$ cat src/rtl/std_div_stream_issue.sv
`timescale 1ns/1ps
// std_div_stream_issue
//
// Stream front end for a multi-cycle go/done arithmetic unit (divider,
// modulus, sqrt-style sequential primitive). Operand pairs arrive on a
// valid/ready stream and are buffered in a small FIFO. They are issued one
// at a time to the attached unit. The result is captured into a one-entry
// output register and presented on a valid/ready result stream.
//
// Handshake rule for both streams: a transfer happens on a rising clk edge
// where valid and ready are both high. Valid does not depend on ready.
// in_ready does not depend on in_valid. A presented result (out_valid,
// out_data) stays unchanged until it is taken.
//
// Optional feature (macro DIV_ZERO_BYPASS_EN):
//   When defined, a head entry whose divisor is zero is not sent to the
//   unit. It is popped in IDLE, and all-ones is produced as its result on
//   the next cycle. When undefined, zero divisors go to the unit like any
//   other operand.
//
// Parameters
//   width      operand and result width
//   DEPTH      operand FIFO entries (power of two, >= 2)
//
// Ports
//   clk        clock, all logic on rising edge
//   reset      synchronous, active-low reset
//   in_valid   operand pair valid
//   in_ready   FIFO can accept (count < DEPTH)
//   in_left    dividend / first operand
//   in_right   divisor / second operand
//   out_valid  result register holds a result
//   out_ready  consumer accepts result
//   out_data   result
//   unit_go    go to attached unit (registered, held until done)
//   unit_left  operand to unit (registered)
//   unit_right operand to unit (registered)
//   unit_out   unit result
//   unit_done  unit completion strobe (only honoured in BUSY)
//   busy       state != IDLE or FIFO non-empty
//   dbg_state  current FSM state (0 IDLE, 1 BUSY, 2 RECOVER)

module std_div_stream_issue #(
  parameter int width = 32,
  parameter int DEPTH = 4
) (
  input  logic             clk,
  input  logic             reset,
  input  logic             in_valid,
  output logic             in_ready,
  input  logic [width-1:0] in_left,
  input  logic [width-1:0] in_right,
  output logic             out_valid,
  input  logic             out_ready,
  output logic [width-1:0] out_data,
  output logic             unit_go,
  output logic [width-1:0] unit_left,
  output logic [width-1:0] unit_right,
  input  logic [width-1:0] unit_out,
  input  logic             unit_done,
  output logic             busy,
  output logic [1:0]       dbg_state
);

  localparam int AW = (DEPTH > 1) ? $clog2(DEPTH) : 1;
  localparam int CW = $clog2(DEPTH + 1);

  typedef enum logic [1:0] {
    S_IDLE    = 2'd0,
    S_BUSY    = 2'd1,
    S_RECOVER = 2'd2
  } state_t;

  state_t state;

  // Operand FIFO storage and bookkeeping.
  logic [width-1:0] fifo_left  [DEPTH];
  logic [width-1:0] fifo_right [DEPTH];
  logic [AW-1:0]    wr_ptr;
  logic [AW-1:0]    rd_ptr;
  logic [CW-1:0]    count;

  logic push;
  logic pop;
  logic can_issue;
  logic issue;

  // The head may leave the FIFO only in IDLE with no result outstanding.
  // That single rule gives in-order delivery and at most one result in
  // flight.
  assign can_issue = (state == S_IDLE) && (count != '0) && !out_valid;

`ifdef DIV_ZERO_BYPASS_EN
  logic head_zero;
  logic bypass;

  assign head_zero = (fifo_right[rd_ptr] == '0);
  assign bypass    = can_issue && head_zero;
  assign issue     = can_issue && !head_zero;
`else
  assign issue     = can_issue;
`endif

  assign in_ready = (count < CW'(DEPTH));
  assign push     = in_valid && in_ready;
  // A zero-divisor bypass also consumes the head, so every can_issue pops.
  assign pop      = can_issue;

  assign busy      = (state != S_IDLE) || (count != '0);
  assign dbg_state = state;

  // Storage needs no reset: pointers and count define what is valid.
  always_ff @(posedge clk) begin
    if (push) begin
      fifo_left[wr_ptr]  <= in_left;
      fifo_right[wr_ptr] <= in_right;
    end
  end

  // Pointers wrap naturally because DEPTH is a power of two.
  always_ff @(posedge clk) begin
    if (!reset) begin
      wr_ptr <= '0;
      rd_ptr <= '0;
      count  <= '0;
    end else begin
      if (push) begin
        wr_ptr <= wr_ptr + AW'(1);
      end
      if (pop) begin
        rd_ptr <= rd_ptr + AW'(1);
      end
      case ({push, pop})
        2'b10:   count <= count + CW'(1);
        2'b01:   count <= count - CW'(1);
        default: count <= count;
      endcase
    end
  end

  // Issue FSM with registered unit and result outputs.
  // RECOVER keeps unit_go low for one full cycle so the unit can re-arm
  // before the next operation is issued.
  always_ff @(posedge clk) begin
    if (!reset) begin
      state      <= S_IDLE;
      unit_go    <= 1'b0;
      unit_left  <= '0;
      unit_right <= '0;
      out_valid  <= 1'b0;
      out_data   <= '0;
    end else begin
      // Consumer takes the result. The FSM only sets out_valid while it is
      // low, so this never collides with a new capture.
      if (out_valid && out_ready) begin
        out_valid <= 1'b0;
      end

      case (state)
        S_IDLE: begin
          if (issue) begin
            unit_left  <= fifo_left[rd_ptr];
            unit_right <= fifo_right[rd_ptr];
            unit_go    <= 1'b1;
            state      <= S_BUSY;
          end
`ifdef DIV_ZERO_BYPASS_EN
          else if (bypass) begin
            out_data  <= {width{1'b1}};
            out_valid <= 1'b1;
          end
`endif
        end

        S_BUSY: begin
          // go and operands stay put until the unit signals completion.
          if (unit_done) begin
            out_data  <= unit_out;
            out_valid <= 1'b1;
            unit_go   <= 1'b0;
            state     <= S_RECOVER;
          end
        end

        S_RECOVER: begin
          state <= S_IDLE;
        end

        default: begin
          unit_go <= 1'b0;
          state   <= S_IDLE;
        end
      endcase
    end
  end

endmodule

$ cat config.mk
export PLATFORM = sky130hd
export DESIGN_NAME = std_div_stream_issue
export DESIGN_NICKNAME = d
export VERILOG_FILES = /design/src/rtl/std_div_stream_issue.sv
export SDC_FILE = /design/constraint.sdc
export NUM_CORES = 1
export LEC_CHECK = 0
export BUFFER_PORTS_ARGS = -buffer_cell sky130_fd_sc_hd__buf_2
export CAP_MARGIN = 20
export CORE_ASPECT_RATIO = 0.6
export CORE_MARGIN = 2
export CORE_UTILIZATION = 56
export DETAILED_ROUTE_END_ITERATION = 6
export PLACE_DENSITY = 0.86
export SYNTH_ARGS = -nofsm -noshare
export SYNTH_HDL_FRONTEND = slang
export SYNTH_SLANG_ARGS = --single-unit
export TNS_END_PERCENT = 1
$ cat constraint.sdc
create_clock -name clk -period 3.5 [get_ports clk]
set_clock_uncertainty 0.2 [all_clocks]
set_input_delay 0.35 -clock clk [delete_from_list [all_inputs] [get_ports clk]]
set_output_delay 0.35 -clock clk [all_outputs]
set_load 0.02 [all_outputs]
Word-level counts from Yosys, hierarchy flattened
Memory sizes are Yosys's and may differ from the RTL's. A register that Yosys moved wholly into a read port is not among the register bits.
Index checks and enable logic that the tools add are counted.
{"block": "totals", "ff_bits": 43, "latch_bits": 0, "ram_bits": 256, "romBits": 0, "mem_count": 2}
{"memory": "fifo_left", "words": 4, "width": 32, "rd": 1, "rd_ports_with_merged_regs": 1, "wr": 1, "line": "77", "rtl": "logic [width-1:0] fifo_left [DEPTH];"}
{"memory": "fifo_right", "words": 4, "width": 32, "rd": 1, "rd_ports_with_merged_regs": 1, "wr": 1, "line": "78", "rtl": "logic [width-1:0] fifo_right [DEPTH];"}
{"block": "op_classes", "addsub": 4, "n_mul": 0, "n_div": 0, "order_cmp": 1, "n_eq_ne": 6, "shift": 0, "muxes": 12, "bitwise": 1, "n_reduce_logical": 16}
{"operator": "$mux 1", "n": 7}
{"operator": "$pmux 3 s2", "n": 1}
{"operator": "$reduce_and 2->1", "n": 3}
{"operator": "$add 2x1->2 const B", "n": 2}
{"operator": "$eq 2x1->1 const B", "n": 2}
{"operator": "$eq 2x2->1 const B", "n": 2}
{"operator": "$logic_and 1x1->1", "n": 4}
{"operator": "$mux 2", "n": 2}
{"operator": "$ne 2x2->1 const B", "n": 2}
{"operator": "$pmux 2 s2", "n": 1}
{"operator": "$reduce_bool 2->1", "n": 2}
{"operator": "$add 3x1->3 const B", "n": 1}
{"operator": "$logic_not 1->1", "n": 3}
{"operator": "$lt 3x3->1 const B", "n": 1}
{"operator": "$pmux 1 s3", "n": 1}
{"operator": "$reduce_and 3->1", "n": 1}
{"operator": "$reduce_bool 3->1", "n": 1}
{"operator": "$sub 3x1->3 const B", "n": 1}
{"operator": "$logic_not 2->1", "n": 1}
{"operator": "$logic_or 1x1->1", "n": 1}
{"operator": "$not 1->1", "n": 1}

Depth between registers and ports, before layout
{"block": "depth", "word_depth": 5, "mapped_depth": 10, "depth_no_buf": 8}

Least setup slack after synthesis
OpenSTA, ideal clock, no wires.
{"block": "synth_path", "kind": "input to register", "from": "input in_valid", "to": "memory fifo_left[1][0], enable pin", "setup_ns": 0.429, "arrival_time_ns": 2.232, "t_required_ns": 2.871, "path_slack_ns": 0.639, "cell_stages": 3, "cell_sequence": "nor2b_1 -> clkbuf_1 -> and2_1"}
{"block": "synth_via", "elab_chain_cells": 3}
{"element": "from (decl)", "line": "49", "rtl": "input logic in_valid,"}
{"element": "$logic_and 1x1->1", "line": "105", "rtl": "assign push = in_valid && in_ready;"}
{"element": "$mux 1", "line": "114", "rtl": "if (push) begin"}
{"element": "$mux 1 (implied by the code)", "line": "115", "rtl": "fifo_left[wr_ptr] <= in_left;"}
{"element": "to (decl)", "line": "77"}
No other way between the ends.

Worst setup path in the final report
{"block": "layout_path", "from": "register state[1] (netlist: dbg_state[1])", "to": "register count[2]"}
{"block": "layout_via", "elab_chain_cells": 5}
{"element": "from (decl)", "line": "74", "rtl": "state_t state;"}
{"element": "from (signal assigned)", "line": "146", "rtl": "state <= S_IDLE;"}
{"element": "from (signal assigned)", "line": "165", "rtl": "state <= S_BUSY;"}
{"element": "from (signal assigned)", "line": "181", "rtl": "state <= S_RECOVER;"}
{"element": "$logic_not 2->1 (*)", "line": "91", "rtl": "assign can_issue = (state == S_IDLE) && (count != '0) && !out_valid;"}
{"element": "$logic_and 1x1->1 (*) (2 in a row)", "line": "91"}
{"element": "$eq 2x1->1 or $eq 2x2->1 (tied branches)", "line": "133", "rtl": "case ({push, pop})"}
{"element": "$pmux 3 s2 or $reduce_bool 2->1 (tied branches)"}
{"element": "to (signal assigned)", "line": "134", "rtl": "2'b10: count <= count + CW'(1);"}
{"element": "to (signal assigned)", "line": "135", "rtl": "2'b01: count <= count - CW'(1);"}
{"element": "to (signal assigned)", "line": "136", "rtl": "default: count <= count;"}
{"element": "to (decl)", "line": "81", "rtl": "logic [CW-1:0] count;"}
Mark *: on every way between the ends. The rest lies on a longest branch, timed or not.
A chain may end at the register's enable or synchronous reset.

==> impl_metrics.tcl <==
set metrics [dict create \
    status "complete, no violations" \
    fin_nets 1162 \
    drc_errors 0 \
    max-clock-path-buffers 3 \
    drv_cap 0 \
    boundaryPins 203 \
    crit_chain "or3_1 > nor2_4 > ha_1 > inv_1 > fa_1 > xor2_1 > or3_1 > a21oi_1" \
    detail-route-antenna-nets 0 \
    crit_top_cell "or3_1" \
    avgSynthCellArea_um2 17.4 \
    min_to "wr_ptr[0]" \
    synth.cell_area_mm2 0.0131 \
    numCtsBuffers 34 \
    grt_setup_unrepaired "no" \
    final_hold_viol_count 0 \
    final_area_mm2 0.0166 \
    required_ps 3740 \
    grt_pass1_wl_mm 44.5 \
    clkSinkCount 363 \
    path_max_fanout 7 \
    place.port_buffers 202 \
    max_freq_ghz 0.392 \
    grt-ovfl-total 0 \
    post-route-util_pct 72.0 \
    hold_ws_ps 182 \
    hold_start "in_valid" \
    viasPerCell 5.57 \
    final_common_cell "edfxtp_1" \
    row_count 43 \
    setup_tns_ps 0 \
    area_delta_synth_final_pct 26.5 \
    worstSetupStartpointType "flop" \
    die_area_mm2 0.0247 \
    async_flop_share_pct 0 \
    layout_min_cycle_time_ps 2550 \
    cts_tree "done" \
    fin_crit_sh_pct 73.0 \
    start_util_pct 56.9 \
    drive_gt1_share_pct 31.6 \
    slew_violations 0 \
    wl_per_cell_um 21.0 \
    path_clk_slew_ps 60 \
    hold_buffers 98 \
    rr_endpoint "count[2]" \
    rrSetupSlack_ps 950 \
    die_h_um 123 \
    crit_path_end_kind "flop" \
    dr.first_iter.drc_count 690 \
    critPathKind "reg2reg" \
    synth_seq_area_share_pct 75.0 \
    arrival_ps 2790 \
    ys_warn_count 0 \
    gp_congestion 0.864 \
    antenna_found_initial 3 \
    holdPathStages 4 \
    cts.repair_timing.setup_buffer_count 0 \
    drt_first_pass_iters 5 \
    synth_seq_cells 363 \
    root_buffer "clkbuf_16" \
    synth_ff_type "edfxtp_1" \
    relSlewSlack_pct 31.6 \
    via_count 7787 \
    worst_pin_slew_ps 1030 \
    fp.coreArea_mm2 0.0230 \
    htreeDepth 2 \
    slowest_stage "or3_1" \
    synth-edff-count 256 \
    ys_types 34 \
    die_w_um 202 \
    r2r_cells 8 \
    grt_pass1_vias 7741 \
    placed_cell_area_mm2 0.0144 \
    drt-total-wl_mm 29.4 \
    final_cell_mix "256 x edfxtp_1, 202 x buf_2, 129 x nand2_1, 105 x dfxtp_1, 98 x dlygate4sd3_1" \
    setup_viol 0 \
    slowest_delay_ps 550 \
    max-vdd-ir-drop_mv 0.517 \
    p_leak_uw 0.00595 \
    synthCells 754 \
    hp-class "in2reg" \
    mappedNetlistNets 861 \
    grt_util_all_layers_pct 23.9 \
    post-dp-hpwl_mm 16.9 \
    grt_max_degree 67 \
    reg2reg_from "dbg_state[1]" \
    cellPowerDensity_mw_per_mm2 784 \
    cts_resized 0 \
    clock_latency_ps 510 \
]
-- Yosys cell counts (2+ instances only) --
library cell  instances  area share [%]
a21oi_1              37             1.4
nand2_1             129             3.7
clkbuf_1             27            0.77
or3_1                 3            0.14
o2bb2ai_2             3            0.34
buf_6                 6            0.52
inv_1                 8            0.23
o2bb2ai_1            61             4.1
dfxtp_1             107              16
o21ai_0               3            0.11
mux4_2               64              11
and2_1                4            0.19
ha_1                  5            0.48
nor2_1                9            0.26
xor2_1                2            0.13
buf_2                13            0.50
edfxtp_1            256              59
-- through the flow --
stage	total power, µW	worst slack, ps	std cells
after CTS	13100	960	1396
after global routing	13600	786	1399
after floorplan	8170	639	754
after global placement	9130	1040	1235
after detailed placement	9250	980	1236
final	13000	946	1399
-- registers in the layout, indices dropped and copies added, names as in the netlist --
signal      cells
unit_right     32
fifo_right    128
unit_left      32
fifo_left     128
count           3
wr_ptr          2
rd_ptr          2
out_data       32
dbg_state       2
unit_go         1
out_valid       1
-- critical path: cells and delay by family (launching register included) --
family,cells,cell delay (ps)
simple gates,3,1010
xor+xnor,1,160
buf+inv,1,60
fa+ha+maj,2,570
flops,1,350
compound gates,1,140
-- worst max path at each step --
stage | start | endpoint | slack (ps) | cells past startpoint
floorplan | in_valid | fifo_left[1][0] | 640 | 3
global placement | dbg_state[1] | count[2] | 1040 | 8
detailed placement | dbg_state[1] | count[2] | 980 | 8
CTS | dbg_state[1] | count[2] | 960 | 8
global route | dbg_state[1] | count[2] | 790 | 8
finish | dbg_state[1] | count[2] | 950 | 8
-- per-layer routing --
layer | vias up | GRT usage, % | wire, µm
li1 | 3505 | - | -
met1 | 3889 | 32.9 | 12200
met2 | 350 | 38.5 | 14100
met3 | 43 | 5.63 | 2470
met4 | 0 | 7.40 | 617
met5 | - | 0 | 0
-- logic make-up (layout without fill, tap and decap cells) --
group	count (synthesis)	in the layout	synth area share, %
mux	65	65	11.1
xor+xnor	3	3	0.201
fa+ha+maj	6	6	0.630
compound gates	107	107	6.13
flops	363	363	75.0
other cells	0	3	0
buf+inv	57	384	2.14
simple gates	153	153	4.83
-- final cells by class --
cell class,instances,area (µm²)
Timing Repair Buffer,313,2150
Fill cell,1417,6450
Antenna cell,3,7.51
Tap cell,315,394
Inverter,9,33.8
Sequential cell,363,9840
Clock inverter,10,98.8
Clock buffer,52,1050
Multi-Input combinational cell,334,3010
-- power by group --
group          leakage, µW  switching [µW]  internal (µW)
Clock             0.000561            1520           2220
Combinational      0.00216            2000           1390
Sequential         0.00322             475           5400
No activity file was read; power rests on OpenSTA's default activity.
